**src/rtl/spi_txn_scheduler_if.sv**
```systemverilog
// Command, response and SPI-master handshake bundle for spi_txn_scheduler.
// The slave modport is the scheduler's view; the master modport is the
// surrounding logic (host + SPI master) that drives commands and ready.
interface spi_txn_scheduler_if #(
   parameter int WORD_SIZE   = 16,
   parameter int SLAVE_COUNT = 2
);
   localparam int CSW = $clog2(SLAVE_COUNT);

   logic                 cmd_valid;
   logic                 cmd_ready;
   logic [CSW-1:0]       cmd_cs;
   logic [WORD_SIZE-1:0] cmd_data;

   logic                 rsp_valid;
   logic                 rsp_ready;
   logic [CSW-1:0]       rsp_cs;
   logic [WORD_SIZE-1:0] rsp_data;
   logic                 rsp_err;

   logic                 mst_start;
   logic [CSW-1:0]       mst_chip_select;
   logic [WORD_SIZE-1:0] mst_tx_data;
   logic                 mst_ready;
   logic [WORD_SIZE-1:0] mst_rx_data;

   modport slave (
      input  cmd_valid, cmd_cs, cmd_data, rsp_ready, mst_ready, mst_rx_data,
      output cmd_ready, rsp_valid, rsp_cs, rsp_data, rsp_err,
             mst_start, mst_chip_select, mst_tx_data
   );

   modport master (
      output cmd_valid, cmd_cs, cmd_data, rsp_ready, mst_ready, mst_rx_data,
      input  cmd_ready, rsp_valid, rsp_cs, rsp_data, rsp_err,
             mst_start, mst_chip_select, mst_tx_data
   );
endinterface

```
**src/rtl/spi_txn_scheduler.sv**
```systemverilog
// Front-end for the SPI master: queues {slave, word} commands, issues them
// one at a time, holds tx data/chip select for the whole transfer, returns
// tagged responses through a fall-through FIFO, enforces an idle gap after
// every transfer and abandons transfers on a stalled master.
module spi_txn_scheduler #(
   parameter int WORD_SIZE      = 16,
   parameter int SLAVE_COUNT    = 2,
   parameter int CMD_DEPTH      = 4,
   parameter int RSP_DEPTH      = 4,
   parameter int GAP_CYCLES     = 2,
   parameter int TIMEOUT_CYCLES = 64
) (
   input  logic                clk,
   input  logic                reset_n,
   spi_txn_scheduler_if.slave  bus,
   output logic                busy,
   output logic                timeout_err
);
   localparam int CSW = $clog2(SLAVE_COUNT);
   localparam int CAW = $clog2(CMD_DEPTH);
   localparam int RAW = $clog2(RSP_DEPTH);
   localparam int WDW = $clog2(TIMEOUT_CYCLES);
   localparam int GPW = (GAP_CYCLES > 0) ? $clog2(GAP_CYCLES + 1) : 1;

   typedef enum logic [1:0] {ST_IDLE, ST_ISSUE, ST_WAIT, ST_GAP} state_t;

   typedef struct packed {
      logic [CSW-1:0]       cs;
      logic [WORD_SIZE-1:0] data;
   } cmd_t;

   typedef struct packed {
      logic                 err;
      logic [CSW-1:0]       cs;
      logic [WORD_SIZE-1:0] data;
   } rsp_t;

   state_t         state, state_nxt;
   logic [WDW-1:0] wd_cnt;
   logic [GPW-1:0] gap_cnt;

   cmd_t           cmd_mem [CMD_DEPTH];
   logic [CAW-1:0] cmd_wr_ptr, cmd_rd_ptr;
   logic [CAW:0]   cmd_count;
   logic           cmd_full, cmd_push, cmd_pop;

   rsp_t           rsp_mem [RSP_DEPTH];
   logic [RAW-1:0] rsp_wr_ptr, rsp_rd_ptr;
   logic [RAW:0]   rsp_count;
   logic           rsp_push, rsp_pop;
   rsp_t           rsp_in, rsp_head;

   assign cmd_full      = (cmd_count == (CAW+1)'(CMD_DEPTH));
   assign cmd_push      = bus.cmd_valid && !cmd_full;
   assign bus.cmd_ready = !cmd_full;

   assign rsp_pop       = (rsp_count != '0) && bus.rsp_ready;
   assign rsp_head      = rsp_mem[rsp_rd_ptr];
   assign bus.rsp_valid = (rsp_count != '0);
   assign bus.rsp_cs    = rsp_head.cs;
   assign bus.rsp_data  = rsp_head.data;
   assign bus.rsp_err   = rsp_head.err;

   assign bus.mst_start = (state == ST_ISSUE);
   assign busy          = (state != ST_IDLE) || (cmd_count != '0);

   // Next-state and per-cycle strobes of the transfer sequencer.
   always_comb begin
      // NOTE: every output of this block gets a default first, so no path can
      // leave one unassigned and infer a latch.
      state_nxt   = state;
      cmd_pop     = 1'b0;
      rsp_push    = 1'b0;
      rsp_in      = '0;
      timeout_err = 1'b0;
      case (state)
         ST_IDLE: begin
            // Issuing only with a free response slot reserves room for the
            // eventual push, so the response FIFO can never overflow.
            if ((cmd_count != '0) && (rsp_count != (RAW+1)'(RSP_DEPTH)) && bus.mst_ready) begin
               cmd_pop   = 1'b1;
               state_nxt = ST_ISSUE;
            end
         end
         ST_ISSUE: state_nxt = ST_WAIT;
         ST_WAIT: begin
            if (bus.mst_ready) begin
               rsp_push  = 1'b1;
               rsp_in    = '{err: 1'b0, cs: bus.mst_chip_select, data: bus.mst_rx_data};
               state_nxt = ST_GAP;
            end else if (wd_cnt == WDW'(TIMEOUT_CYCLES - 1)) begin
               rsp_push    = 1'b1;
               rsp_in      = '{err: 1'b1, cs: bus.mst_chip_select, data: '0};
               timeout_err = 1'b1;
               state_nxt   = ST_GAP;
            end
         end
         ST_GAP: if (gap_cnt == '0) state_nxt = ST_IDLE;
         default: state_nxt = ST_IDLE;
      endcase
   end

   // State register, watchdog, gap counter and the latched transfer word.
   always_ff @(posedge clk or negedge reset_n) begin
      // NOTE: sequential state uses non-blocking assignments so every register
      // samples the pre-edge values regardless of statement order.
      if (!reset_n) begin
         state               <= ST_IDLE;
         wd_cnt              <= '0;
         gap_cnt             <= '0;
         bus.mst_tx_data     <= '0;
         bus.mst_chip_select <= '0;
      end else begin
         state <= state_nxt;
         if (cmd_pop) begin
            bus.mst_tx_data     <= cmd_mem[cmd_rd_ptr].data;
            bus.mst_chip_select <= cmd_mem[cmd_rd_ptr].cs;
         end
         if (state == ST_ISSUE)     wd_cnt <= '0;
         else if (state == ST_WAIT) wd_cnt <= wd_cnt + WDW'(1);
         if (state == ST_WAIT && state_nxt == ST_GAP)   gap_cnt <= GPW'(GAP_CYCLES);
         else if (state == ST_GAP && gap_cnt != '0)     gap_cnt <= gap_cnt - GPW'(1);
      end
   end

   // Command FIFO pointers and occupancy; no push when full, even alongside a pop.
   always_ff @(posedge clk or negedge reset_n) begin
      if (!reset_n) begin
         cmd_wr_ptr <= '0;
         cmd_rd_ptr <= '0;
         cmd_count  <= '0;
      end else begin
         if (cmd_push) cmd_wr_ptr <= cmd_wr_ptr + CAW'(1);
         if (cmd_pop)  cmd_rd_ptr <= cmd_rd_ptr + CAW'(1);
         case ({cmd_push, cmd_pop})
            2'b10:   cmd_count <= cmd_count + (CAW+1)'(1);
            2'b01:   cmd_count <= cmd_count - (CAW+1)'(1);
            default: ;
         endcase
      end
   end

   // Command FIFO storage.
   always_ff @(posedge clk) begin
      // NOTE: storage arrays are not reset; occupancy counters guard every read.
      if (cmd_push) cmd_mem[cmd_wr_ptr] <= '{cs: bus.cmd_cs, data: bus.cmd_data};
   end

   // Response FIFO pointers and occupancy; push and pop together keep the count.
   always_ff @(posedge clk or negedge reset_n) begin
      if (!reset_n) begin
         rsp_wr_ptr <= '0;
         rsp_rd_ptr <= '0;
         rsp_count  <= '0;
      end else begin
         if (rsp_push) rsp_wr_ptr <= rsp_wr_ptr + RAW'(1);
         if (rsp_pop)  rsp_rd_ptr <= rsp_rd_ptr + RAW'(1);
         case ({rsp_push, rsp_pop})
            2'b10:   rsp_count <= rsp_count + (RAW+1)'(1);
            2'b01:   rsp_count <= rsp_count - (RAW+1)'(1);
            default: ;
         endcase
      end
   end

   // Response FIFO storage.
   always_ff @(posedge clk) begin
      if (rsp_push) rsp_mem[rsp_wr_ptr] <= rsp_in;
   end
endmodule

```
**src/flat_wrapper.sv**
```systemverilog
// flat-port wrapper written by rule: the top's interface ports become plain ports
module spi_txn_scheduler_flat 
#(
   parameter int WORD_SIZE      = 16,
   parameter int SLAVE_COUNT    = 2,
   parameter int CMD_DEPTH      = 4,
   parameter int RSP_DEPTH      = 4,
   parameter int GAP_CYCLES     = 2,
   parameter int TIMEOUT_CYCLES = 64
)
  (clk, reset_n, busy, timeout_err, bus_cmd_valid, bus_cmd_cs, bus_cmd_data, bus_rsp_ready, bus_mst_ready, bus_mst_rx_data, bus_cmd_ready, bus_rsp_valid, bus_rsp_cs, bus_rsp_data, bus_rsp_err, bus_mst_start, bus_mst_chip_select, bus_mst_tx_data);
  spi_txn_scheduler_if #(.WORD_SIZE(WORD_SIZE), .SLAVE_COUNT(SLAVE_COUNT)) bus_i ();
  input  logic clk;
  input  logic reset_n;
  output logic busy;
  output logic timeout_err;
  input wire logic [$bits(bus_i.cmd_valid)-1:0] bus_cmd_valid;
  input wire logic [$bits(bus_i.cmd_cs)-1:0] bus_cmd_cs;
  input wire logic [$bits(bus_i.cmd_data)-1:0] bus_cmd_data;
  input wire logic [$bits(bus_i.rsp_ready)-1:0] bus_rsp_ready;
  input wire logic [$bits(bus_i.mst_ready)-1:0] bus_mst_ready;
  input wire logic [$bits(bus_i.mst_rx_data)-1:0] bus_mst_rx_data;
  output wire logic [$bits(bus_i.cmd_ready)-1:0] bus_cmd_ready;
  output wire logic [$bits(bus_i.rsp_valid)-1:0] bus_rsp_valid;
  output wire logic [$bits(bus_i.rsp_cs)-1:0] bus_rsp_cs;
  output wire logic [$bits(bus_i.rsp_data)-1:0] bus_rsp_data;
  output wire logic [$bits(bus_i.rsp_err)-1:0] bus_rsp_err;
  output wire logic [$bits(bus_i.mst_start)-1:0] bus_mst_start;
  output wire logic [$bits(bus_i.mst_chip_select)-1:0] bus_mst_chip_select;
  output wire logic [$bits(bus_i.mst_tx_data)-1:0] bus_mst_tx_data;
  assign bus_i.cmd_valid = bus_cmd_valid;
  assign bus_i.cmd_cs = bus_cmd_cs;
  assign bus_i.cmd_data = bus_cmd_data;
  assign bus_i.rsp_ready = bus_rsp_ready;
  assign bus_i.mst_ready = bus_mst_ready;
  assign bus_i.mst_rx_data = bus_mst_rx_data;
  assign bus_cmd_ready = bus_i.cmd_ready;
  assign bus_rsp_valid = bus_i.rsp_valid;
  assign bus_rsp_cs = bus_i.rsp_cs;
  assign bus_rsp_data = bus_i.rsp_data;
  assign bus_rsp_err = bus_i.rsp_err;
  assign bus_mst_start = bus_i.mst_start;
  assign bus_mst_chip_select = bus_i.mst_chip_select;
  assign bus_mst_tx_data = bus_i.mst_tx_data;
  spi_txn_scheduler #(.WORD_SIZE(WORD_SIZE), .SLAVE_COUNT(SLAVE_COUNT), .CMD_DEPTH(CMD_DEPTH), .RSP_DEPTH(RSP_DEPTH), .GAP_CYCLES(GAP_CYCLES), .TIMEOUT_CYCLES(TIMEOUT_CYCLES)) u_core (.clk(clk), .reset_n(reset_n), .bus(bus_i), .busy(busy), .timeout_err(timeout_err));
endmodule
```
**config.mk**
```make
export PLATFORM = sky130hd
export DESIGN_NAME = spi_txn_scheduler_flat
export DESIGN_NICKNAME = d
export VERILOG_FILES = /design/src/rtl/spi_txn_scheduler_if.sv /design/src/rtl/spi_txn_scheduler.sv /design/src/flat_wrapper.sv
export SDC_FILE = /design/constraint.sdc
export NUM_CORES = 1
export LEC_CHECK = 0
export ABC_AREA = 1
export CORE_MARGIN = 5
export CORE_UTILIZATION = 51
export DETAILED_ROUTE_END_ITERATION = 7
export GPL_ROUTABILITY_DRIVEN = 0
export PLACE_DENSITY = 0.76
export RECOVER_POWER = 100
export REMOVE_ABC_BUFFERS = 1
export SKIP_CTS_REPAIR_TIMING = 1
export SLEW_MARGIN = 20
export SYNTH_ARGS = -nofsm -noshare
export SYNTH_HDL_FRONTEND = slang
export SYNTH_SLANG_ARGS = --single-unit
export TNS_END_PERCENT = 1
```
**constraint.sdc**
```tcl
create_clock -name clk -period 2.3 [get_ports clk]
set_input_delay 0.69 -clock clk [delete_from_list [all_inputs] [get_ports clk]]
set_output_delay 0.69 -clock clk [all_outputs]
set_load 0.01 [all_outputs]
```
==> results of run 1 <==
## kinds of logic after synthesis
kind of cell,count (synthesis)
simple gates,195
flops,181
compound gates,122
buf+inv,79
fa+ha+maj,19
xor+xnor,10
mux,2
## metal layers
metal / global-route usage / share of wire
met5: 0 / 0
met4: 0.0652 / 0.016
met3: 0.0405 / 0.050
met2: 0.304 / 0.52
met1: 0.216 / 0.42
## final cells by class
cell class,count,area (µm²)
well taps,184,230
multi-input cells,348,1920
repair buffers,120,1030
inverters,55,206
flip-flops and latches,181,5230
clock buffers,19,433
fillers,1084,5290
clock inverters,13,146
## registers in the layout, indices dropped and copies added, names as in the netlist, 3 cells and up
| name | count |
|---|---|
| u_core.rsp_mem | 72 |
| u_core.cmd_count | 3 |
| u_core.rsp_count | 3 |
| u_core.wd_cnt | 6 |
| u_core.bus.mst_tx_data | 16 |
| u_core.cmd_mem | 68 |
## synthesized netlist by cell type, types with 2 or more instances
master    count  area [µm²]
a31oi_1       6        37.5
fa_1          2        40.0
o21ai_0      75         375
inv_2         6        22.5
inv_1        48         180
o22ai_1      19         119
nand2_2       2        12.5
a21oi_1       8        40.0
ha_1         17         213
clkbuf_2      3        15.0
dfrtp_1      41        1030
edfxtp_1    140        4200
nand2_1      14        52.6
xor2_1        8        70.1
nor3_1        6        30.0
nor2_1      156         586
clkbuf_1      6        22.5
nand4_1       2        12.5
o21ai_1       4        20.0
nand3_2       3        30.0
a31oi_2      10         125
buf_4         3        22.5
xnor2_1       2        17.5
and2_1        2        12.5
nand3_1       4        20.0
buf_2         8        40.0
## worst max-delay path by stage
stage	start	to	slack (ns)	cells after the start
3_3_place_gp	bus_mst_ready	timeout_err	-0.37	3
3_5_place_dp	bus_mst_ready	timeout_err	-0.39	3
5_1_grt	u_core.state[1]	bus_mst_start	-0.21	3
4_1_cts	u_core.rsp_rd_ptr[0]	bus_rsp_data[2]	-0.46	5
2_1_floorplan	u_core.rsp_rd_ptr[0]	bus_rsp_cs	-0.37	3
6_report	u_core.state[1]	bus_mst_start	-0.14	3
## where the power goes
group / internal, mW / total [mW] / switching (mW)
combinational: 1.78 / 4.47 / 2.69
clock: 1.61 / 2.81 / 1.20
sequential: 4.33 / 4.66 / 0.333
## stage by stage
| step | hold WS, ns | setup slack (ns) | setup TNS (ns) | total power [mW] | area, µm² |
|---|---|---|---|---|---|
| 2_1_floorplan | 0.394 | -0.373 | -6.71 | 7.25 | 7340 |
| 6_report | 0.485 | -0.144 | -0.405 | 11.9 | 9190 |
| 5_1_grt | 0.514 | -0.214 | -3.75 | 12.7 | 9190 |
| 3_5_place_dp | 0.486 | -0.392 | -3.02 | 9.48 | 8720 |
| 4_1_cts | 0.361 | -0.464 | -7.71 | 12.3 | 9300 |
| 3_3_place_gp | 0.462 | -0.367 | -1.50 | 9.24 | 8720 |
## worst max-delay path, stage by stage (launching register included)
cell and delay [ns]:
dfrtp_1 0.41, inv_1 0.13, ha_2 0.24, clkdlybuf4s50_1 0.55
==> impl_metrics.py, run 1 <==
metrics = {
    "timing": {
        "timing.fmax_mhz": 409,
        "grt_setup_unrepaired": "yes",
        "period_needed_ns": 2.44,
        "setup_ws_ns": -0.144,
        "hold_viol": 0,
        "tightest_slew_ns": 1.10,
        "final_max_slew_viol_count": 0,
        "setup_viol": 6,
        "relSlewSlack": 0.266,
        "fin_crit_sh": 1.06,
        "fin_skew_ns": 0.0101,
    },
    "final_layout": {
        "layout_commonest_cell": "nor2_1",
        "syn_to_final_growth_pct": 22.8,
        "layout_common_cells": "nor2_1 (156), edfxtp_1 (140), o21ai_0 (67)",
        "layout.cells.non_filler": 920,
        "diodes": 0,
        "final_util": 0.635,
        "layout.nets": 780,
        "layout-drive-gt1-share": 0.151,
    },
    "min_path": {
        "hold_path_end": "u_core.cmd_count[0]",
        "min-delay-start": "u_core.cmd_count[0]",
        "holdCritPathClass": "register to register",
        "min_path_cells": 1,
    },
    "yosys": {
        "netlist_area_um2": 7480,
        "synth-simple-area-share": 0.110,
        "synthXorXnorAreaFrac": 0.0117,
        "ys_ff_latch": 181,
        "synth_top_family_by_area": "simple AND/OR/NAND/NOR gates",
        "synth_edf_count": 140,
        "synth_area_per_cell_um2": 12.3,
        "muxShareOfSynthArea": 0.00284,
        "synth-async-reset-ratio": 0.227,
        "yosysUniqueCellTypes": 39,
        "synth_warnings": 0,
        "synth_fa_ha_area_frac": 0.0338,
        "synth_compound_area_frac": 0.0958,
        "synth-main-ff-cell": "edfxtp_1",
        "yosysSeqAreaShare": 0.699,
        "synth_cells": 608,
    },
    "die": {
        "core_um2": 14500,
        "initial_core_util": 0.517,
        "ios": 78,
        "num_rows": 44,
        "die_y_um": 131,
        "dieWidth_um": 131,
        "die-area_um2": 17200,
    },
    "run": {
        "max_cap_viol_count": 0,
    },
    "place": {
        "place_inst": 886,
        "port_buffers": 77,
        "hpwl_mm": 9.53,
    },
    "clock_network": {
        "h-tree-depth": 4,
        "clock_sinks": 181,
        "cts_buffers": 17,
        "clk_latency_ns": 0.42,
        "clockBufferDepth": 2,
        "cts_tree": "built",
        "cts_root_buffer": "clkbuf_16",
        "cts.clk_slew.worst_paths_ns": 0.07,
    },
    "detailed_routing": {
        "via_count": 4807,
        "avgRoutedWirePerCell_um": 16.3,
        "via_per_inst": 5.23,
        "drt_iter0_drc": 330,
        "drtAntennaViolNets": 0,
        "drt_wl_total_mm": 15.0,
        "dr.pass1.iters": 5,
        "drcViolationCount": 0,
    },
    "global_route": {
        "overflow": 0,
        "antenna_found_initial": 0,
        "grt_usage": 0.176,
        "grt_pass1_vias": 4962,
        "grt_max_degree": 42,
        "grt_pass1_wl_mm": 24.5,
    },
    "critical_path": {
        "timing_worst_setup_path_type": "register to output port",
        "path_max_fanout": 4,
        "r2r_slack_ns": 0.19,
        "r2r-start": "u_core.wd_cnt[0]",
        "end_kind": "output port",
        "cp.arrival_ns": 1.75,
        "r2r_cells": 11,
        "cp-start-kind": "register",
        "critPathRequiredTime_ns": 1.61,
        "worstReg2RegEnd": "u_core.rsp_count[2]",
    },
    "power_and_ir_drop": {
        "leakagePower_nw": 3.56,
        "max-vdd-ir-drop_v": 0.000656,
        "pwr_density_cell_nw_per_um2": 1300,
    },
    "status": {
        "status": "complete, but fails checks",
        "violations": "negative setup slack",
    },
}
Note: power is estimated with default switching activity, not from simulation.
==> inputs of run 2 (changes only) <==
- CELL_PAD_IN_SITES_DETAIL_PLACEMENT: default -> 1
- CELL_PAD_IN_SITES_GLOBAL_PLACEMENT: default -> 1
- CORE_UTILIZATION: 51 -> 41
- PLACE_DENSITY: 0.76 -> 0.75
- SETUP_SLACK_MARGIN: default -> 0.15
==> run 2 against run 1 <==
- largest power group is now combinational cells
- highest routed layer is now met5
- sequential cell count unchanged
- the flow still finishes with violations (negative setup slack)
- combinational power increased by 7.6%
- global-route usage decreased by 0.63 points
- wire length increased by 23%
==> impl_metrics.py, run 2 (synthesized netlist as in run 1, its figures left out) <==
metrics = {
    "final_layout": {
        "layout.nets": 779,
        "layout-drive-gt1-share": 0.168,
        "syn_to_final_growth_pct": 25.2,
        "top_register": "u_core.rsp_mem",
        "largest_register_ffs": 72,
        "layout_commonest_cell": "nor2_1",
        "top_regs": "u_core.rsp_mem x72, u_core.cmd_mem x68, u_core.bus.mst_tx_data x16",
        "layout.cells.non_filler": 964,
        "layout_common_cells": "nor2_1 (156), edfxtp_1 (140), o21ai_0 (56)",
    },
    "critical_path": {
        "timing_worst_setup_path_type": "register to output port",
        "critPathLaunch": "u_core.rsp_rd_ptr[0]",
        "cp-start-kind": "register",
        "r2r_cells": 5,
        "r2r_slack_ns": 0.12,
        "path_max_fanout": 9,
        "r2r-start": "u_core.state[1]",
        "worstReg2RegEnd": "u_core.rsp_mem[2][15]",
        "cp.arrival_ns": 1.70,
        "end_kind": "output port",
        "critPathRequiredTime_ns": 1.61,
    },
    "clock_network": {
        "clockBufferDepth": 2,
        "cts.clk_slew.worst_paths_ns": 0.07,
        "clk_latency_ns": 0.43,
        "cts_tree": "built",
        "h-tree-depth": 4,
        "cts_root_buffer": "clkbuf_16",
        "clock_sinks": 181,
        "cts_buffers": 17,
    },
    "die": {
        "core_um2": 18000,
        "initial_core_util": 0.417,
        "die_y_um": 145,
        "num_rows": 49,
        "ios": 78,
        "die-area_um2": 21100,
        "dieWidth_um": 145,
    },
    "global_route": {
        "globalRouteMet1Util": 0.192,
        "top_usage_layer": "met2",
        "grt_pass1_wl_mm": 28.2,
        "grt_max_degree": 37,
        "grt_pass1_vias": 5352,
        "grt_use_met3": 0.0496,
        "antenna_found_initial": 2,
        "grt_usage": 0.169,
        "grt_util_met2": 0.307,
        "overflow": 0,
    },
    "min_path": {
        "holdCritPathClass": "primary input to async pin",
    },
    "place": {
        "port_buffers": 77,
        "place_inst": 928,
        "hpwl_mm": 11.7,
    },
    "timing": {
        "fin_crit_sh": 1.04,
        "setup_ws_ns": -0.0924,
        "finalHoldWorstSlack_ns": 0.481,
        "grt_setup_unrepaired": "yes",
        "timing.fmax_mhz": 418,
        "setup_viol": 12,
        "setup-tns-final_ns": -0.537,
        "relSlewSlack": 0.217,
        "final_max_slew_viol_count": 0,
        "period_needed_ns": 2.39,
        "tightest_slew_ns": 1.17,
        "hold_viol": 0,
        "fin_skew_ns": 0.0113,
    },
    "status": {
        "violations": "negative setup slack",
        "status": "complete, but fails checks",
    },
    "power_and_ir_drop": {
        "leakagePower_nw": 3.61,
        "total_power_mw": 12.7,
        "max-vdd-ir-drop_v": 0.000573,
        "pwr_density_cell_nw_per_um2": 1350,
    },
    "detailed_routing": {
        "drtAntennaViolNets": 0,
        "dr.pass1.iters": 5,
        "drt_iter0_drc": 248,
        "avgRoutedWirePerCell_um": 19.1,
        "drcViolationCount": 0,
        "via_per_inst": 5.18,
        "via_count": 4998,
        "drt_wl_total_mm": 18.4,
    },
    "run": {
        "max_cap_viol_count": 0,
    },
}
==> run 2: cell count changes in the layout (fill, tap and decap cells not counted), moves of 3 or more <==
cell | previous run | this run
inv_8 | 1 | 4
buf_4 | 19 | 13
o21ai_0 | 67 | 56
o21ai_2 | 0 | 10
buf_6 | 0 | 3
==> run 2: worst max-delay path, stage by stage, from the launching register on <==
cell and delay [ns]:
dfrtp_2 0.46, clkinvlp_4 0.11, buf_6 0.12, clkbuf_16 0.16
nor2_1 0.05, o22ai_1 0.19, buf_2 0.18
==> run 2: cell type report <==
cell class              instances  area, µm²
clock inverters                13        209
diodes                          1       2.50
inverters                      55        210
repair buffers                119       1010
clock buffers                  18        439
flip-flops and latches        181       5230
fillers                      1848       8600
well taps                     229        287
multi-input cells             348       1970
==> run 2: worst max path at each step <==
stage | to | slack, ns | cells past startpoint
after floorplan | bus_rsp_cs | -0.37 | 3
after global placement | timeout_err | -0.39 | 3
after detailed placement | timeout_err | -0.39 | 3
after CTS | bus_rsp_data[13] | -0.50 | 4
after global routing | bus_rsp_data[5] | -0.15 | 6
final | bus_rsp_data[5] | -0.09 | 6
==> run 2: power by group <==
group | internal, mW | switching (mW) | total (mW)
sequential | 4.33 | 0.350 | 4.68
clock | 1.89 | 1.28 | 3.17
combinational | 1.85 | 2.96 | 4.81
total | 8.07 | 4.59 | 12.7
==> run 2: metrics by stage <==
step,util,area (µm²),setup slack [ns]
6_report,0.521,9370,-0.0924
5_1_grt,0.521,9370,-0.146
4_1_cts,0.524,9410,-0.498
3_5_place_dp,0.488,8760,-0.391
3_3_place_gp,0.488,8760,-0.391
2_1_floorplan,-,7340,-0.373
==> run 2: routing by layer <==
metal  wire [µm]  vias up
met2        9970      102
li1            -     2330
met4         210        2
met1        7460     2543
met3         773       21
met5           7        -
==> RTL change: new RTL, config.mk and constraints of run 2 <==
Register the output `bus.rsp_err`, without a reset; this adds one clock of latency there.
--- a/src/rtl/spi_txn_scheduler.sv
+++ b/src/rtl/spi_txn_scheduler.sv
@@ -59,7 +59,9 @@
    assign bus.rsp_valid = (rsp_count != '0);
    assign bus.rsp_cs    = rsp_head.cs;
    assign bus.rsp_data  = rsp_head.data;
-   assign bus.rsp_err   = rsp_head.err;
+   always_ff @(posedge clk) begin
+      bus.rsp_err <= rsp_head.err;
+   end
 
    assign bus.mst_start = (state == ST_ISSUE);
    assign busy          = (state != ST_IDLE) || (cmd_count != '0);
Formal check against the unedited RTL: no difference found for any inputs over 4 cycles, from zero or initial values and one cycle with reset_n low; that may be too few to reach the edited logic, so the function may still have changed.
==> RTL change against run 2 <==
- the run still ends with setup timing left
- utilization shrank 0.75 points
- power down 3.1%
- routed wire length fell by 3.0%
- final area down 1.1%
- sequential cell count increased by 1
- global-route usage is 0.076 points lower
- worst setup slack improved by 0.037 ns
- clock power down 8.2%
- sequential share of layout area is 0.83 points higher
- area after synthesis rose by 0.87%
==> RTL change: results <==
# TYPE chip_impl_metric gauge
chip_impl_info{name="run_status",value="finished with violations"} 1
chip_impl_info{name="violations",value="setup timing"} 1
chip_impl_metric{name="grtUsageTotal",unit="%"} 16.86
chip_impl_metric{name="timing.final.ws_setup",unit="ns"} -0.05584
chip_impl_metric{name="post_synthesis_average_cell_area",unit="um2"} 12.02
chip_impl_metric{name="drt-wirelength-per-cell",unit="um"} 18.38
chip_impl_metric{name="wire_length_of_the_first_global_routing_pass",unit="um"} 28460
chip_impl_metric{name="number_of_vias_in_the_routed_layout",unit=""} 4974
chip_impl_metric{name="comb_cell_power",unit="mW"} 4.63
chip_impl_metric{name="nNetsFinal",unit=""} 787
chip_impl_metric{name="via_count_of_the_first_global_routing_pass",unit=""} 5485
chip_impl_metric{name="setup_viol",unit=""} 3
chip_impl_metric{name="critical_path_peak_fanout",unit=""} 14
chip_impl_metric{name="fillers",unit=""} 1869
chip_impl_metric{name="dp.cells",unit=""} 937
chip_impl_metric{name="n_diodes",unit=""} 0
chip_impl_info{name="min-delay-path-class",value="register to register"} 1
chip_impl_metric{name="worstPathArrival",unit="ns"} 1.67
chip_impl_metric{name="power.clock.fraction",unit="%"} 23.7
chip_impl_metric{name="r2r_slack",unit="ns"} 0.08
chip_impl_metric{name="synth-seq-area-share",unit="%"} 69.55
chip_impl_info{name="route.top_layer_used",value="met4"} 1
chip_impl_metric{name="worst_supply_voltage_drop_on_vdd",unit="V"} 0.0006611
chip_impl_metric{name="post-dp-hpwl",unit="um"} 11750
chip_impl_metric{name="reg2regPathDepth",unit=""} 11
chip_impl_metric{name="met3_wirelength",unit="um"} 735
chip_impl_metric{name="grt_antenna_before_repair",unit=""} 0
chip_impl_metric{name="yosys.cell_types.count",unit=""} 36
-- RTL change: layer usage --
metal / GRT usage [%] / up-vias
met2: 30.17 / 113
li1: - / 2356
met4: 4.757 / 0
met1: 20.15 / 2491
met3: 4.173 / 14
met5: 0 / -
-- RTL change: worst max-delay path by stage --
stage	endpoint
after floorplan	bus_rsp_cs
after global placement	timeout_err
after detailed placement	timeout_err
after CTS	bus_rsp_data[11]
after global routing	u_core.rsp_count[2]$_DFFE_PN0P_
final	bus_rsp_cs
-- RTL change: kinds of logic (layout without fill, tap and decap cells) --
kind of cell | count (synthesis) | count (layout) | synth area share, %
flops | 182 | 182 | 69.55
simple gates | 193 | 193 | 10.53
fa+ha+maj | 19 | 19 | 3.348
xor+xnor | 10 | 10 | 1.160
compound gates | 126 | 126 | 9.183
mux | 1 | 1 | 0.1492
buf+inv | 97 | 212 | 6.083
-- RTL change: per-stage QoR --
stage               setup WS (ns)  hold slack (ns)  area (um2)  power [mW]
finish                   -0.05584           0.5002        9265       12.26
floorplan                 -0.3726           0.3944        7300       7.187
global placement          -0.4836           0.4600        8757       9.286
global route              -0.1093           0.5076        9265       13.09
detailed placement        -0.4805           0.4840        8757       9.616
CTS                       -0.5352           0.3597        9350       12.61
-- RTL change: critical path, delay by kind of cell (launching register included) --
kind                   cells  cell delay, ns
buffers and inverters      3            0.42
flip-flops                 1            0.47
AO/OA/AOI/OAI              2            0.35
-- RTL change: area by class of cell --
type                            count  area, um2  share of cell area, %
Timing Repair Buffer              124       1054                  11.37
Sequential cell                   182       5251                  56.68
Clock inverter                     14      163.9                  1.769
Inverter                           56      212.7                  2.296
Multi-Input combinational cell    349       1868                  20.16
Tap cell                          229      286.5                  3.093
Clock buffer                       18      429.2                  4.632
